## src/rtl/dram_stream_arbiter.sv

```systemverilog
// Round-robin burst arbiter sharing one MIG UI among two write and two read
// streams; DRAM_ARB_STATS_EN adds per-requester command counters.
module dram_stream_arbiter #(
  parameter int          BURST_LEN       = 16,
  parameter int          MAX_OUTSTANDING = 32,
  parameter int          FRAME_BEATS     = 28800,
  parameter logic [26:0] BASE_WR0        = 27'h0,
  parameter logic [26:0] BASE_WR1        = 27'h0100000,
  parameter logic [26:0] BASE_RD0        = 27'h0,
  parameter logic [26:0] BASE_RD1        = 27'h0100000,
  parameter int          ADDR_STEP       = 8
) (
  input  logic         clk_in,
  input  logic         rst_in,
  input  logic         calib_in,
  input  logic [127:0] wr0_tdata,
  input  logic         wr0_tvalid,
  input  logic         wr0_tlast,
  output logic         wr0_tready,
  input  logic [127:0] wr1_tdata,
  input  logic         wr1_tvalid,
  input  logic         wr1_tlast,
  output logic         wr1_tready,
  input  logic         rd0_prog_full,
  output logic [127:0] rd0_tdata,
  output logic         rd0_tvalid,
  input  logic         rd1_prog_full,
  output logic [127:0] rd1_tdata,
  output logic         rd1_tvalid,
  output logic [26:0]  app_addr,
  output logic [2:0]   app_cmd,
  output logic         app_en,
  output logic [127:0] app_wdf_data,
  output logic         app_wdf_wren,
  output logic         app_wdf_end,
  output logic [15:0]  app_wdf_mask,
  input  logic         app_rdy,
  input  logic         app_wdf_rdy,
  input  logic [127:0] app_rd_data,
  input  logic         app_rd_data_valid,
  output logic         err_out
`ifdef DRAM_ARB_STATS_EN
  ,
  input  logic [1:0]   stat_sel,
  output logic [31:0]  stat_count
`endif
);

  localparam int BW  = $clog2(FRAME_BEATS);
  localparam int TW  = $clog2(MAX_OUTSTANDING);
  localparam int CW  = TW + 1;
  localparam int BCW = $clog2(BURST_LEN + 1);
  localparam logic [26:0] STEP = 27'(ADDR_STEP);

  typedef enum logic {IDLE, SERVE} state_t;

  state_t state, state_n;
  logic [1:0] ptr, ptr_n, owner, owner_n, pick;
  logic [BCW-1:0] burst, burst_n;
  logic [BW-1:0] beat [4];
  logic [CW-1:0] outst;
  logic [MAX_OUTSTANDING-1:0] tag_mem;
  logic [TW-1:0] wptr, rptr;
  logic [3:0] req;
  logic [26:0] base_sel;
  logic [127:0] rd_data_q;
  logic issue, found, can_rd, push, pop, wrap, tlast_sel;

  assign can_rd = outst < CW'(MAX_OUTSTANDING);
  assign req[0] = calib_in & wr0_tvalid;
  assign req[1] = calib_in & wr1_tvalid;
  assign req[2] = calib_in & ~rd0_prog_full & can_rd;
  assign req[3] = calib_in & ~rd1_prog_full & can_rd;

  assign push = issue & owner[1];
  assign pop  = app_rd_data_valid & (outst != '0);

  assign app_wdf_mask = '0;
  assign rd0_tdata = rd_data_q;
  assign rd1_tdata = rd_data_q;

  always_comb begin
    base_sel = BASE_WR0;
    unique case (owner)
      2'd0: base_sel = BASE_WR0;
      2'd1: base_sel = BASE_WR1;
      2'd2: base_sel = BASE_RD0;
      2'd3: base_sel = BASE_RD1;
      default: base_sel = BASE_WR0;
    endcase
  end

  assign tlast_sel = owner[0] ? wr1_tlast : wr0_tlast;
  assign wrap = (beat[owner] == BW'(FRAME_BEATS - 1))
              | (~owner[1] & tlast_sel);

  always_comb begin
    state_n      = state;
    ptr_n        = ptr;
    owner_n      = owner;
    burst_n      = burst;
    issue        = 1'b0;
    found        = 1'b0;
    pick         = ptr;
    app_en       = 1'b0;
    app_cmd      = 3'd0;
    app_addr     = base_sel + 27'(beat[owner]) * STEP;
    app_wdf_data = owner[0] ? wr1_tdata : wr0_tdata;
    app_wdf_wren = 1'b0;
    app_wdf_end  = 1'b0;
    wr0_tready   = 1'b0;
    wr1_tready   = 1'b0;
    unique case (state)
      IDLE: begin
        for (int i = 0; i < 4; i++) begin
          if (!found && req[ptr + 2'(i)]) begin
            found = 1'b1;
            pick  = ptr + 2'(i);
          end
        end
        if (found) begin
          owner_n = pick;
          burst_n = '0;
          state_n = SERVE;
        end
      end
      SERVE: begin
        // writes need both UI queues ready so data and command go together
        issue = req[owner] & app_rdy & (owner[1] | app_wdf_rdy);
        if (issue) begin
          app_en  = 1'b1;
          app_cmd = {2'b00, owner[1]};
          burst_n = burst + BCW'(1);
          if (!owner[1]) begin
            app_wdf_wren = 1'b1;
            app_wdf_end  = 1'b1;
            wr0_tready   = ~owner[0];
            wr1_tready   = owner[0];
          end
        end
        if ((issue && burst_n == BCW'(BURST_LEN)) ||
            (!issue && !req[owner])) begin
          state_n = IDLE;
          ptr_n   = owner + 2'd1;
        end
      end
      default: state_n = IDLE;
    endcase
  end

  always_ff @(posedge clk_in) begin
    if (rst_in) begin
      state      <= IDLE;
      ptr        <= '0;
      owner      <= '0;
      burst      <= '0;
      for (int i = 0; i < 4; i++) beat[i] <= '0;
      outst      <= '0;
      wptr       <= '0;
      rptr       <= '0;
      err_out    <= 1'b0;
      rd0_tvalid <= 1'b0;
      rd1_tvalid <= 1'b0;
      rd_data_q  <= '0;
    end else begin
      state <= state_n;
      ptr   <= ptr_n;
      owner <= owner_n;
      burst <= burst_n;
      if (issue) beat[owner] <= wrap ? '0 : beat[owner] + BW'(1);
      if (push) begin
        tag_mem[wptr] <= owner[0];
        wptr <= wptr + TW'(1);
      end
      if (pop) rptr <= rptr + TW'(1);
      outst      <= outst + CW'(push) - CW'(pop);
      rd0_tvalid <= pop & ~tag_mem[rptr];
      rd1_tvalid <= pop & tag_mem[rptr];
      if (app_rd_data_valid) rd_data_q <= app_rd_data;
      if (app_rd_data_valid && outst == '0) err_out <= 1'b1;
    end
  end

`ifdef DRAM_ARB_STATS_EN
  logic [31:0] stat_cnt [4];

  always_ff @(posedge clk_in) begin
    if (rst_in) begin
      for (int i = 0; i < 4; i++) stat_cnt[i] <= '0;
      stat_count <= '0;
    end else begin
      if (issue && stat_cnt[owner] != 32'hFFFF_FFFF)
        stat_cnt[owner] <= stat_cnt[owner] + 32'd1;
      stat_count <= stat_cnt[stat_sel];
    end
  end
`endif

endmodule

```

## config.mk

```make
export PLATFORM = sky130hd
export DESIGN_NAME = dram_stream_arbiter
export DESIGN_NICKNAME = d
export VERILOG_FILES = /design/src/rtl/dram_stream_arbiter.sv
export SDC_FILE = /design/constraint.sdc
export NUM_CORES = 1
export LEC_CHECK = 0
export BUFFER_PORTS_ARGS = -buffer_cell sky130_fd_sc_hd__buf_2
export CAP_MARGIN = 10
export CORE_AREA = 2 2 324 326
export CTS_CLUSTER_SIZE = 30
export DETAILED_ROUTE_END_ITERATION = 10
export DIE_AREA = 0 0 326 328
export PLACE_DENSITY = 0.41
export SYNTH_ARGS = -nofsm -noshare
export SYNTH_HDL_FRONTEND = slang
export SYNTH_SLANG_ARGS = --single-unit
export TNS_END_PERCENT = 1
```

## constraint.sdc

```tcl
create_clock -name clk_in -period 7.8 [get_ports clk_in]
set_clock_uncertainty 0.05 [all_clocks]
set_input_delay 1.17 -clock clk_in [delete_from_list [all_inputs] [get_ports clk_in]]
set_output_delay 1.17 -clock clk_in [all_outputs]
set_load 0.01 [all_outputs]
```

======== Word level (Yosys, flattened, before mapping) ========
Memories as Yosys holds them, arrays and structs flattened. A register that Yosys moved wholly into a read port is not among the register bits.
Cells that the tools add are included.
operators by class
  $add $sub $neg .......................... 11
  $lt $le $gt $ge ......................... 9
  equality and inequality tests ........... 6
  multiplexer cells ....................... 61
  bitwise logic cells ..................... 22
  reduce and logical (&&, ||, !) cells .... 22
operators with widths
  operator                                                     count
  two-way mux 128 bit                                          1
  case mux 27 bit (2 select lines)                             1
  two-way mux 1 bit                                            38
  bitwise mux 32 bit                                           1
  two-way mux 15 bit                                           2
  adder 27 x 18 -> 27 bit                                      1
  adder 15 x 1 -> 15 bit (second input constant)               1
  adder 5 x 1 -> 5 bit (second input constant)                 3
  equality test 15 bit (second input constant)                 1
  less-than comparator 2 x 3 -> 1 bit (second input constant)  5
  two-way mux 5 bit                                            3
  OR reduction 15 bit                                          1
  bitwise AND 1 bit                                            13
  less-than comparator 5 x 6 -> 1 bit (second input constant)  2
  two-way mux 2 bit                                            6
  binary-select mux 1 bit (select 2 bit)                       5
  case mux 5 bit (2 select lines)                              1
  logical AND 1 bit                                            7
  NOT 1 bit                                                    7
  adder 6 x 1 -> 6 bit                                         1
  logical NOT 6 bit                                            1
  less-than comparator 6 bit (second input constant)           1
  AND reduction 2 bit                                          3
  nonzero test 6 bit                                           1
  16 further kinds                                             25
word-level totals
  register bits ........................... 189
  bits in writable memories ............... 60
  output and inout bits ................... 438
  word-level logic and storage cells ...... 144
  memories ................................ 1
memory list
  memory  words  bits a word  rd ports  clocked after Yosys merged registers in  write ports  line  source
  beat    4      15           1         1                                        4            60    logic [BW-1:0] beat [4];

======== Longest topological paths before layout ========
Gate-level depths: netlist (run 1).
  depth in word-level cells ............... 22
  depth in mapped cells ................... 16

======== Worst setup path after synthesis (run 1) ========
No wires, ideal clock.
  path kind ............................... input -> register
  start point ............................. input port calib_in
  end point ............................... memory beat[3][0] in the netlist's numbering, enable pin
  library setup time ...................... 408 ps
  arrival time ............................ 3,256 ps
  setup slack ............................. 4,086 ps
  stages .................................. 5
  path buffers ............................ 0
  cell sequence ........................... nor2b_1 > nand3_1 > nor2_1 > inv_1 > o21ai_0
RTL lines
  what             line  source
  start, declared  15    input logic calib_in,
  end, declared    60

======== Worst setup path in the final report (run 1) ========
  start point ............................. register owner[0]
  end point ............................... output port app_wdf_data[39]
on the way
  word-level cells in the longest chain between the ends .. 1
RTL lines
  what                    line  source
  start, declared         58    logic [1:0] ptr, ptr_n, owner, owner_n, pick;
  start signal, assigned  168   owner <= owner_n;
  two-way mux 128 bit     108   app_wdf_data = owner[0] ? wr1_tdata : wr0_tdata;
  end, declared           33    output logic [127:0] app_wdf_data,
No other way between the ends.

==> results.yml, run 1 <==
run_status:
  status: "finished, final reports clean"
yosys:
  synth.yosys.seq_area_share: 0.452
  synth_edf_count: 92
  synth_ff_type: "dfxtp_1"
  yosysTopAreaCell: "dfxtp_1"
  synth-async-reset-ratio: 0
  ys_ff_latch: 251
  ys.warnings.count: 0
  synth.most_common_cell: "nor2_1"
  synth_area_leaders: "dfxtp_1, edfxtp_1, mux2_2, mux2i_1, buf_4"
  syn_avg_cell_area_um2: 10.8
  synthesis.area_mm2: 0.0131
  ys_types: 52
  synth_top_area_frac: 0.242
  synth_common_cells: "nor2_1, buf_4, dfxtp_1"
  syn_inst: 1218
critical_path:
  arrival_ns: 3.03
  worstSetupEndpointType: "primary output"
  cp.required_ns: 6.58
  start_kind: "flop"
  path_class: "reg2out"
  crit_fanout: 85
clock_tree:
  clock_latency_ns: 0.58
  postCtsHoldBufs: 0
  cts-root-buf: "clkbuf_16"
  cts_resized: 0
  path_clk_slew_ns: 0.06
  cts_tree: "yes"
  h-tree-depth: 1
  postCtsSetupRepairBufs: 0
  numCtsBuffers: 31
  cts.sinks: 251
  clk_path_buf_depth: 3
timing:
  period_share: 0.544
  rsz0062_at_grt: "false"
  timing.fmax_ghz: 0.236
  relSlewSlack: 0.241
  hold_viol: 0
  setup_tns_ns: 0
  setup_ws_ns: 3.55
  worst_pin_slew_ns: 1.14
  slew_violations: 0
  fin_crit_ns: 4.25
  finalSetupViolations: 0
layout:
  multi_input_area_mm2: 0.00572
  nets: 2286
  final_cells: 3289
  final_util: 0.181
  seqCellArea_mm2: 0.00595
  num-fill-cells: 11579
  syn2layout_area_growth_pct: 42.1
  drive_gt1_frac: 0.543
pwr:
  powerDensity_mw_per_mm2: 222
  power_mw: 4.15
  vdd_drop_max_mv: 0.142
  leakage_nw: 8.68
detailed_routing:
  viasPerCell: 3.36
  first_iter_violations: 612
  first_pass_iters: 4
  wl_um: 66300
  wl_per_cell_um: 20.2
  vias: 11053
  ant_nets: 0
  drcViolationCount: 0
placement:
  hpwl_um: 55300
  place.gp.congestion: 0.823
  dp_slack_ns: 3.73
  placed_cells: 3218
  io_buffer_count: 804
floorplanning:
  core_mm2: 0.103
  die-height_um: 328
  die_area_mm2: 0.107
  start_util: 0.127
  die_x_um: 326
  rows: 118
  io_pins: 834
run:
  maxCapViolCount: 0
grt:
  grt_pass1_wl_um: 87200
  grt_pass1_vias: 10736
  grt_start_max_net_pins: 86
  grt_overflow_total: 0
  track_usage: 0.116
  antenna_found_initial: 37
worst_hold_path:
  hold_path_class: "reg2reg"
## path summary, 6_finish.rpt
path                               start  cells after the start  slack, ns               end
worst min-delay path            burst[4]                      2       0.45          burst[4]
worst min register to register  burst[4]                      2       0.45          burst[4]
worst max register to register  owner[0]                     15       4.32          outst[4]
worst max-delay path            owner[0]                      3       3.55  app_wdf_data[39]
## flip-flops by register name, indices dropped and copies added (netlist names), named ones only
signal and cells:
err_out 1, tag_mem 32, outst 6, state 1, rd0_tdata 128, ptr 2
rd0_tvalid 1, beat 60, burst 5, rd1_tvalid 1, owner 2, wptr 5
rptr 5
## cell families after synthesis
group	Yosys count	share of synthesized area
AND/OR/NAND/NOR	334	0.110
multiplexers	293	0.259
flip-flops	251	0.452
buffers and inverters	247	0.120
AO/OA/AOI/OAI	46	0.0214
XOR/XNOR	27	0.0180
adder cells (fa/ha/maj)	19	0.0187
other	1	0.000285
## critical path: stages, from the launching register on
cell	delay, ns
dfxtp_4	0.75
buf_4	0.91
mux2_2	0.47
buf_2	0.15
## report_power, final
part	internal, mW	total [mW]	switching, mW
logic	0.528	1.13	0.602
registers	1.45	1.55	0.101
clock network	0.884	1.47	0.590
## metrics by stage
step                hold slack, ns  instance area [µm²]
floorplan                    0.420                13200
global placement             0.448                17600
detailed placement           0.447                17600
CTS                          0.456                18600
global route                 0.488                18600
finish                       0.451                18700
## layer usage
layer / wire, µm / vias up / share of wire / GRT usage
met5: 16 / - / 0.00024 / 0
met4: 1040 / 2 / 0.016 / 0.0178
met3: 3230 / 102 / 0.049 / 0.0180
met2: 34800 / 441 / 0.53 / 0.215
met1: 27200 / 5180 / 0.41 / 0.143
li1: - / 5328 / - / -
## final cells by class
cell class              count  share of cell area
flip-flops and latches    251               0.319
multi-input cells         748               0.307
repair buffers            815               0.220
well taps                1380              0.0925
clock buffers              42              0.0448
clock inverters            16              0.0103
inverters                  24             0.00483
diodes                     13             0.00174
## cells in the final DEF, fill, tap and decap left out, drive strengths merged, types with 25 or more instances in the layout
cell / netlist / final
edfxtp: 92 / 92
clkbuf: 38 / 42
nor2: 247 / 247
mux2: 130 / 130
mux4: 25 / 25
dfxtp: 159 / 159
conb: 1 / 29
inv: 24 / 27
mux2i: 138 / 138
buf: 185 / 815
No activity file was read; power rests on OpenSTA's default activity.
==> run 2, diff against run 1 <==
--- a/config.mk
+++ b/config.mk
@@ -7,11 +7,11 @@
 export LEC_CHECK = 0
 export BUFFER_PORTS_ARGS = -buffer_cell sky130_fd_sc_hd__buf_2
 export CAP_MARGIN = 10
-export CORE_AREA = 2 2 324 326
+export CORE_AREA = 2 2 329 331
 export CTS_CLUSTER_SIZE = 30
 export DETAILED_ROUTE_END_ITERATION = 10
-export DIE_AREA = 0 0 326 328
-export PLACE_DENSITY = 0.41
+export DIE_AREA = 0 0 331 333
+export PLACE_DENSITY = 0.4
 export SYNTH_ARGS = -nofsm -noshare
 export SYNTH_HDL_FRONTEND = slang
 export SYNTH_SLANG_ARGS = --single-unit
==> constraint.sdc (replaced) <==
create_clock -name clk_in -period 4.35 [get_ports clk_in]
set_clock_uncertainty 0.05 [all_clocks]
set_input_delay 0.6525 -clock clk_in [delete_from_list [all_inputs] [get_ports clk_in]]
set_output_delay 0.6525 -clock clk_in [all_outputs]
set_load 0.01 [all_outputs]
==> run 2 against run 1 <==
  * Register-to-register slack worse by 3.0 ns
  * Sequential share of layout area up 0.16 points
  * Clock power up 59%
  * Non-clock buffer count down 4
  * Hold slack worse by 0.21 ns
==> results.yml, run 2 (synthesis gave the netlist of run 1 again) <==
placement:
  place.gp.congestion: 0.850
  hpwl_um: 57900
  io_buffer_count: 804
  dp_slack_ns: 1.13
  placed_area_mm2: 0.0176
  placed_cells: 3237
clock_tree:
  postCtsSetupRepairBufs: 0
  h-tree-depth: 1
  numCtsBuffers: 29
  clk_path_buf_depth: 3
  clock_latency_ns: 0.58
  postCtsHoldBufs: 0
  path_clk_slew_ns: 0.06
  cts.sinks: 251
  cts_tree: "yes"
  cts-root-buf: "clkbuf_16"
  cts_resized: 0
layout:
  nets: 2280
  final_cell_area_mm2: 0.0186
  largest_register_ffs: 128
  final_cell_mix: "buf_2, nor2_1, dfxtp_1, mux2i_1, mux2_2"
  mostFrequentLayoutCell: "buf_2"
  syn2layout_area_growth_pct: 41.3
  final_cells: 3307
  drive_gt1_frac: 0.539
  num-fill-cells: 12088
floorplanning:
  rows: 120
  start_util: 0.123
  die_x_um: 331
  die-height_um: 333
  io_pins: 834
  die_area_mm2: 0.110
  core_mm2: 0.107
critical_path:
  arrival_ns: 2.60
  r2r_start: "owner[0]"
  crit_chain: "buf_12 -> mux2_2 -> buf_2"
  start_kind: "flop"
  endpoint: "app_wdf_data[1]"
  reg2reg_to: "outst[4]"
  reg2reg_slack_ns: 1.33
  critPathMaxStageDelay_ns: 0.63
  slowest_stage: "dfxtp_4"
  crit_fanout: 128
  worstSetupEndpointType: "primary output"
  reg2regPathDepth: 15
  path_class: "reg2out"
  cp.required_ns: 3.65
  crit_start: "owner[0]"
grt:
  grt_overflow_total: 0
  antenna_found_initial: 58
  grt_pass1_wl_um: 91300
  grt_start_max_net_pins: 135
  grt_pass1_vias: 10996
  track_usage: 0.119
timing:
  rsz0062_at_grt: "false"
  slew_violations: 0
  period_share: 0.758
  relSlewSlack: 0.306
  finalSetupViolations: 0
  worst_pin_slew_ns: 1.04
  setup_ws_ns: 1.05
  fin_crit_ns: 3.30
  timing.fmax_ghz: 0.303
  hold_viol: 0
  holdWs_ns: 0.242
  setup_tns_ns: 0
worst_hold_path:
  hold_path_class: "in2reg"
detailed_routing:
  vias: 11263
  first_pass_iters: 5
  drcViolationCount: 0
  ant_nets: 0
  first_iter_violations: 514
  viasPerCell: 3.41
  wl_um: 68700
  wl_per_cell_um: 20.8
pwr:
  vdd_drop_max_mv: 0.286
  leakage_nw: 8.59
  powerDensity_mw_per_mm2: 383
run:
  maxCapViolCount: 0
run_status:
  status: "finished, final reports clean"
## run 2: worst min-delay path by stage
stage                                from       endpoint  slack (ns)  cells past startpoint
after detailed placement         burst[4]       burst[4]        0.44                      2
after CTS                  app_rd_data[7]   rd0_tdata[7]        0.19                      3
after global routing      app_rd_data[57]  rd0_tdata[57]        0.21                      3
final                      app_rd_data[7]   rd0_tdata[7]        0.24                      3
after floorplan                  burst[4]       burst[4]        0.42                      2
after global placement      rd0_tdata[74]  rd0_tdata[74]        0.45                      2
## run 2: worst max-delay path: cells and delay by family (launching register included)
kind | cells | cell delay [ns]
flip-flops | 1 | 0.63
buffers and inverters | 2 | 0.53
multiplexers | 1 | 0.45
## run 2: layer usage
layer  GRT usage  share of wire  vias up
met1       0.140           0.39     5299
met3      0.0343          0.078      144
li1            -              -     5331
met2       0.212           0.50      465
met4      0.0260          0.034       24
met5           0         0.0021        -
## run 2: report_power, final
| group | leakage (nW) | switching [mW] | internal [mW] |
|---|---|---|---|
| Sequential | 2.22 | 0.185 | 2.59 |
| Combinational | 5.94 | 1.06 | 0.951 |
| Clock | 0.430 | 1.04 | 1.29 |
| Total | 8.59 | 2.28 | 4.83 |
## run 2: area by class of cell
class                      count  area [µm²]  area share
sequential                   251        5950       0.320
timing repair buffer         811        4120       0.222
tap                         1403        1760      0.0945
inverter                      24        90.1     0.00485
clock inverter                18         131     0.00707
antenna                       16        40.0     0.00216
multi-input combinational    748        5730       0.309
clock buffer                  36         752      0.0405
## run 2: per-stage QoR
stage	power [mW]	util
6_report	7.12	0.174
3_5_place_dp	4.87	0.166
2_1_floorplan	4.09	-
5_1_grt	7.52	0.174
3_3_place_gp	4.89	0.166
4_1_cts	7.26	0.174
